`config.mk`:
```
export PLATFORM = sky130hd
export DESIGN_NAME = phase_timer_sel
export DESIGN_NICKNAME = d
export VERILOG_FILES = /design/src/rtl/phase_timer_sel.sv
export SDC_FILE = /design/constraint.sdc
export NUM_CORES = 1
export LEC_CHECK = 0
export CAP_MARGIN = 15
export CORE_ASPECT_RATIO = 0.5
export CORE_MARGIN = 2
export CORE_UTILIZATION = 43
export CTS_CLUSTER_DIAMETER = 40
export DETAILED_ROUTE_END_ITERATION = 7
export GPL_ROUTABILITY_DRIVEN = 0
export GPL_TIMING_DRIVEN = 0
export PLACE_DENSITY = 0.85
export SLEW_MARGIN = 20
export SYNTH_ARGS = -nofsm -noshare
export SYNTH_HDL_FRONTEND = slang
export SYNTH_SLANG_ARGS = --single-unit
```
`constraint.sdc`:
```
create_clock -name clk -period 2.4 [get_ports clk]
set_input_delay 0.36 -clock clk [delete_from_list [all_inputs] [get_ports clk]]
set_output_delay 0.36 -clock clk [all_outputs]
set_load 0.05 [all_outputs]
```
`src/rtl/phase_timer_sel.sv`:
```
// phase_timer_sel
//   Selects one of NCH timing values through a writable state-to-channel map
//   and runs a loadable countdown timer from the selected value.
//
// Ports
//   clk       : clock, all state changes on the rising edge
//   rst_n     : asynchronous active-low reset
//   state     : present controller state code, indexes the map
//   t_in      : packed timing values, channel k = t_in[k*WIDTH +: WIDTH]
//   map_we    : map write strobe
//   map_addr  : map entry to write
//   map_data  : channel index to store (clamped to NCH-1)
//   start     : load the selected value and start counting
//   hold      : freeze the countdown while high
//   tout      : registered selected timing value
//   ch_sel    : registered channel index behind tout
//   count     : current countdown value
//   busy      : high while counting
//   done      : one-cycle pulse when the countdown expires
module phase_timer_sel #(
  parameter  int WIDTH = 13,
  parameter  int NCH   = 4,
  parameter  int SW    = 4,
  localparam int CW    = $clog2(NCH)
) (
  input  logic                 clk,
  input  logic                 rst_n,
  input  logic [SW-1:0]        state,
  input  logic [NCH*WIDTH-1:0] t_in,
  input  logic                 map_we,
  input  logic [SW-1:0]        map_addr,
  input  logic [CW-1:0]        map_data,
  input  logic                 start,
  input  logic                 hold,
  output logic [WIDTH-1:0]     tout,
  output logic [CW-1:0]        ch_sel,
  output logic [WIDTH-1:0]     count,
  output logic                 busy,
  output logic                 done
);

  localparam int unsigned DEPTH = 2**SW;

  typedef enum logic [1:0] {
    IDLE = 2'd0,
    RUN  = 2'd1,
    DONE = 2'd2
  } fsm_e;

  fsm_e             fsm_q, fsm_d;
  logic [WIDTH-1:0] count_q, count_d;
  logic [WIDTH-1:0] tout_q;
  logic [CW-1:0]    ch_q;
  logic [CW-1:0]    map_q [DEPTH];
  logic [CW-1:0]    sel_ch;
  logic [CW-1:0]    map_wdata;
  logic [WIDTH-1:0] sel_val;

  // Legacy two-channel layout: entries 0, 3 and 4 use channel 0, all others channel 1.
  function automatic logic [CW-1:0] map_default(input int unsigned idx);
    return (idx == 0 || idx == 3 || idx == 4) ? '0 : CW'(1);
  endfunction

  // Read of the map sees the pre-write contents in a write cycle.
  assign sel_ch = map_q[state];

  always_comb begin
    sel_val = '0;
    for (int unsigned k = 0; k < 32'(NCH); k++) begin
      if (sel_ch == CW'(k)) sel_val = t_in[k*WIDTH +: WIDTH];
    end
  end

  assign map_wdata = (32'(map_data) >= 32'(NCH)) ? CW'(NCH - 1) : map_data;

  always_comb begin
    fsm_d   = fsm_q;
    count_d = count_q;
    case (fsm_q)
      IDLE, DONE: begin
        if (start) begin
          count_d = sel_val;
          fsm_d   = (sel_val != '0) ? RUN : DONE;
        end else begin
          fsm_d = IDLE;
        end
      end
      RUN: begin
        // Restart outranks hold and decrement.
        if (start) begin
          count_d = sel_val;
          fsm_d   = (sel_val != '0) ? RUN : DONE;
        end else if (!hold) begin
          if (count_q <= WIDTH'(1)) begin
            count_d = '0;
            fsm_d   = DONE;
          end else begin
            count_d = count_q - WIDTH'(1);
          end
        end
      end
      default: begin
        fsm_d   = IDLE;
        count_d = '0;
      end
    endcase
  end

  always_ff @(posedge clk or negedge rst_n) begin
    if (!rst_n) begin
      fsm_q   <= IDLE;
      count_q <= '0;
      tout_q  <= '0;
      ch_q    <= '0;
      for (int unsigned i = 0; i < DEPTH; i++) map_q[i] <= map_default(i);
    end else begin
      fsm_q   <= fsm_d;
      count_q <= count_d;
      tout_q  <= sel_val;
      ch_q    <= sel_ch;
      if (map_we) map_q[map_addr] <= map_wdata;
    end
  end

  assign tout   = tout_q;
  assign ch_sel = ch_q;
  assign count  = count_q;
  assign busy   = (fsm_q == RUN);
  assign done   = (fsm_q == DONE);

endmodule

```
==> results by stage, run 1 <==
Power and ir drop:
- The internal power consumption is 3310 µW.
- The power density normalized to cell area is 1010 nW/µm².
- The worst ir drop on vdd is 0.660 mV.
- Summed over all cells, the static leakage comes to 0.00206 µW.
- Net switching is 38.3% of the power.
- Of the total power, registers draw 29.5%.
- The combinational share of power is 43.6%.
- The share of total power in the clock network is 26.9%.
- For this design the total switching power over the nets is 2060 µW.

Worst setup path:
- The number of cells on the critical path is 9.
- The kind of launch point of the worst setup path is a register.
- The startpoint identified for the worst register-to-register timing path is map_q[25].
- Of all nets on the critical path, the largest fanout is 10.
- The signal on the critical path passes through mux4_2 -> and2_4 -> a211o_4 -> buf_8 -> a31oi_2 -> a32oi_2 -> nor4_2 -> nand4_1 -> a31o_1.
- Across all register-to-register paths, the minimum setup slack is -0.28 ns.
- The worst setup path is of the reg2reg kind.
- The capturing element type of the critical path is a register.
- The arrival time at the worst endpoint is 2.90 ns.
- For this run, the slowest stage of the critical path takes 0.48 ns.
- The worst-case reg-to-reg path depth is 9.
- In this run the worst setup path terminates at fsm_q[0].
- The critical register-to-register path endpoint is fsm_q[0].
- The data required time at the worst endpoint is 2.62 ns.
- Counting both buffers and inverters, the worst setup path holds a total of 1.
- The kind of cell with the highest combined delay on the critical path is compound AO/OA/AOI/OAI gates.
- The worst-path cell with the longest stage delay is mux4_2.
- The most critical setup path has its startpoint at map_q[25].

Placed design:
- The worst setup slack after placement is -0.667 ns.
- The number of port buffers is 90.
- In this run the cell area measured after placement is 4500 µm².
- Once detailed placement completed, the half-perimeter wirelength came to 7060 µm.

Timing:
- On the final layout, the worst clock skew is 0.00647 ns.
- The final critical path takes up 112% of the cycle.
- Setup violations remaining at the end of the flow were counted as 12.
- The number of hold violations in the final report is 0.
- Setup repair after global routing could not meet its margin everywhere.
- The top achievable clock speed is 0.373 GHz.
- The max-slew violation total from the final report was 0.
- The worst pin sits at a relative slew slack of 54.9%.
- Once routing completed, OpenROAD measured the worst setup slack at -0.280 ns.
- The post-layout minimum cycle time is 2.68 ns.
- At the pin with the least slew margin, the transition time is 0.676 ns.

Yosys:
- The synthesized design contains 0 enable-type register cells.
- Summing every instance area after synthesis gives 3420 µm².
- Dividing the synthesized area by the synthesized cell count gives 10.5 µm².
- By area the synthesized netlist is led by dfrtp_1, mux2_2, dfstp_2.
- After synthesis, the share of flip-flops with an asynchronous set or reset is 100%.
- The post-synthesis sequential area ratio is 45.8%.
- For this run, the leading register cell type out of synthesis is dfrtp_1.
- The number of warning messages in the yosys log is 0.
- Synthesis produced 327 cells.
- The flip-flop and latch count after synthesis is 62.
- Counting every net in the synthesized netlist gives 396.
- The cell taking the most area after synthesis is dfrtp_1.
- Counting distinct cell types in the post-synthesis netlist gives 44.
- In this run the biggest area consumer among cell types represents 35.9% of the synthesized area.

Finish:
- The fraction of final layout cells with drive strength greater than 1 is 33.5%.
- The number of filler cells placed in the layout is 490.
- The area of all placed cells without fillers is 5340 µm².
- At the end of the flow, the number of nets in the layout was 518.
- The antenna diode count is 0.
- The commonest non-fill, non-tap cell in the layout is clkdlybuf4s50_1.
- The top cell types in the final layout, fill and taps aside, are clkdlybuf4s50_1, dfrtp_1, mux2_2.
- The utilization after layout is 71.1%.
- The area growth from synthesis to layout is 56.2%.

Clock tree:
- The longest clock path from root to sink contains 2 buffers.
- The cell chosen for the clock root is clkbuf_16.
- CTS built an H-tree with a depth of 3.
- Buffers inserted during clock tree synthesis total 9.
- The later pin in the worst-skew pair is clocked with a latency of 0.34 ns.
- TritonCTS built the clock tree.
- After clock tree synthesis, the clock-pin slew on the worst setup and hold paths is 0.05 ns.
- For this design, the sink count on the clock tree is 62.

Floorplanning:
- The die area is 8720 µm².
- 97 I/O pins were placed.
- Once the floorplan was initialized, standard cells occupied 45.5% of the core.
- The placeable core region is 7510 µm².
- The chip height is 67.1 µm.
- In this run the horizontal extent of the chip is 130 µm.
- The row count is 22.

Detailed routing:
- After detailed routing, the number of vias per cell comes to 6.19.
- The remaining design rule violation count is 0.
- Across all layers, the routed design uses 3481 vias.
- The post-detailed-route wirelength per cell is 20.1 µm.
- The detail route stage leaves a number of antenna-violating nets equal to 0.
- The first routing iteration left 324 violations.
- The routed design has 11300 µm of wire.
- The total iterations of the first detailed-routing run is 5.

Global routing:
- The via count of the first global-routing pass came to 3146.
- The global-route wire length before repair is 15700 µm.
- The combined global-route utilization of all metal layers is 24.1%.
- The sum of overflow across all layers after global routing is 0.
- The number of antenna violations at the first check in global routing came to 0.
- Entering global routing, the biggest net connects 48 pins.

Status:
- The run finished, with violations left.
- The checks that failed: negative setup slack.

Flow run:
- Across the run, the number of max-cap violations was 0.

Hold path:
- The tightest min-delay check is of the in2async type.
-- metrics by stage --
| step | TNS, ns | power [µW] | hold slack, ns | cells |
|---|---|---|---|---|
| floorplan | -0.0637 | 2800 | 0.0644 | 327 |
| global placement | -57.08 | 3440 | 0.482 | 525 |
| detailed placement | -6.38 | 3490 | 0.235 | 526 |
| CTS | -0.588 | 5040 | 0.424 | 548 |
| global route | -2.39 | 5570 | 0.452 | 562 |
| finish | -1.19 | 5370 | 0.431 | 562 |
-- Yosys cell counts (2+ instances only) --
cell	n
nand2_1	8
nand2b_1	5
mux4_2	6
dfrtp_1	49
o21ai_0	36
nand3b_1	5
nor4_1	4
nand3_1	15
or3_1	4
a22oi_1	7
ha_1	2
a31oi_1	16
nor2b_1	3
clkbuf_1	16
buf_2	5
buf_6	2
mux2_2	32
o21ai_1	12
o32ai_1	2
mux2i_1	5
a32oi_1	14
nor3_1	4
nor2_1	20
a21oi_1	12
and3_1	3
inv_1	8
and2_1	2
nor3b_1	2
dfstp_2	13
-- logic make-up (layout without fill, tap and decap cells) --
logic type | Yosys count | in the layout | synth area share [%]
muxes | 44 | 44 | 16.4
DFF | 62 | 62 | 45.8
adders and majority gates | 2 | 2 | 0.732
buffers and inverters | 31 | 158 | 4.02
AOI/OAI and AO/OA | 109 | 109 | 20.9
and+or+nand+nor | 79 | 79 | 12.1
-- worst register-to-register path: stages, from the launching register on --
cell	delay, ns
dfrtp_1	0.38
mux4_2	0.48
and2_4	0.17
a211o_4	0.31
buf_8	0.16
a31oi_2	0.23
a32oi_2	0.11
nor4_2	0.32
nand4_1	0.18
a31o_1	0.22
-- timing repair --
action                     CTS  global route
hold endpoints to repair     7             0
setup endpoints to repair   15            24
hold buffers                 1             0
gates cloned                 0             2
pin swaps                    5            16
setup buffers                5            12
gates resized for setup     25            64
-- power groups by stage --
stage / clock, µW / sequential (µW) / combinational (µW)
after floorplan: 0 / 2030 / 767
after global placement: 0 / 1550 / 1890
after detailed placement: 0 / 1560 / 1920
after CTS: 1450 / 1550 / 2040
after global routing: 1500 / 1610 / 2460
final: 1440 / 1580 / 2350
-- flip-flops by register name (all words and copies together) (netlist names) --
register / cells
map_q: 32
ch_sel: 2
count: 13
tout: 13
fsm_q: 2
-- metal layers --
metal / track usage (%) / wire length [µm]
met2: 40.7 / 5520
met5: 0 / 0
met4: 11.2 / 603
met3: 6.99 / 830
met1: 28.8 / 4330
-- cell type report --
type	count	area (µm²)	share of cell area (%)
clock buffers	13	270	5.06
clock inverters	3	65.1	1.22
inverters	8	30.0	0.562
multi-input cells	234	2010	37.6
plain buffers	23	160	3.00
repair buffers	111	1100	20.7
well taps	108	135	2.53
flip-flops and latches	62	1570	29.4
-- worst min-delay path by stage --
stage	start	to	slack (ns)	cells after the start
detailed placement	rst_n	map_q[13]	0.24	1
finish	rst_n	map_q[13]	0.43	2
global route	rst_n	map_q[13]	0.45	2
global placement	map_q[25]	map_q[25]	0.48	1
CTS	rst_n	map_q[9]	0.42	2
floorplan	rst_n	ch_sel[0]	0.06	0
Power figures use the tool's default switching activity.
==> run 2, diff against run 1 <==
--- a/config.mk
+++ b/config.mk
@@ -5,13 +5,12 @@
 export SDC_FILE = /design/constraint.sdc
 export NUM_CORES = 1
 export LEC_CHECK = 0
-export CAP_MARGIN = 15
+export CAP_MARGIN = 20
 export CORE_ASPECT_RATIO = 0.5
 export CORE_MARGIN = 2
 export CORE_UTILIZATION = 43
 export CTS_CLUSTER_DIAMETER = 40
 export DETAILED_ROUTE_END_ITERATION = 7
-export GPL_ROUTABILITY_DRIVEN = 0
 export GPL_TIMING_DRIVEN = 0
 export PLACE_DENSITY = 0.85
 export SLEW_MARGIN = 20
==> results of run 2 <==
The final DEF is identical to that of run 1; final timing and power are the same.
==> run 3, diff against run 2 <==
--- a/config.mk
+++ b/config.mk
@@ -9,7 +9,6 @@
 export CORE_ASPECT_RATIO = 0.5
 export CORE_MARGIN = 2
 export CORE_UTILIZATION = 43
-export CTS_CLUSTER_DIAMETER = 40
 export DETAILED_ROUTE_END_ITERATION = 7
 export GPL_TIMING_DRIVEN = 0
 export PLACE_DENSITY = 0.85
==> results of run 3 <==
The final DEF is identical to that of run 1; final timing and power are the same.
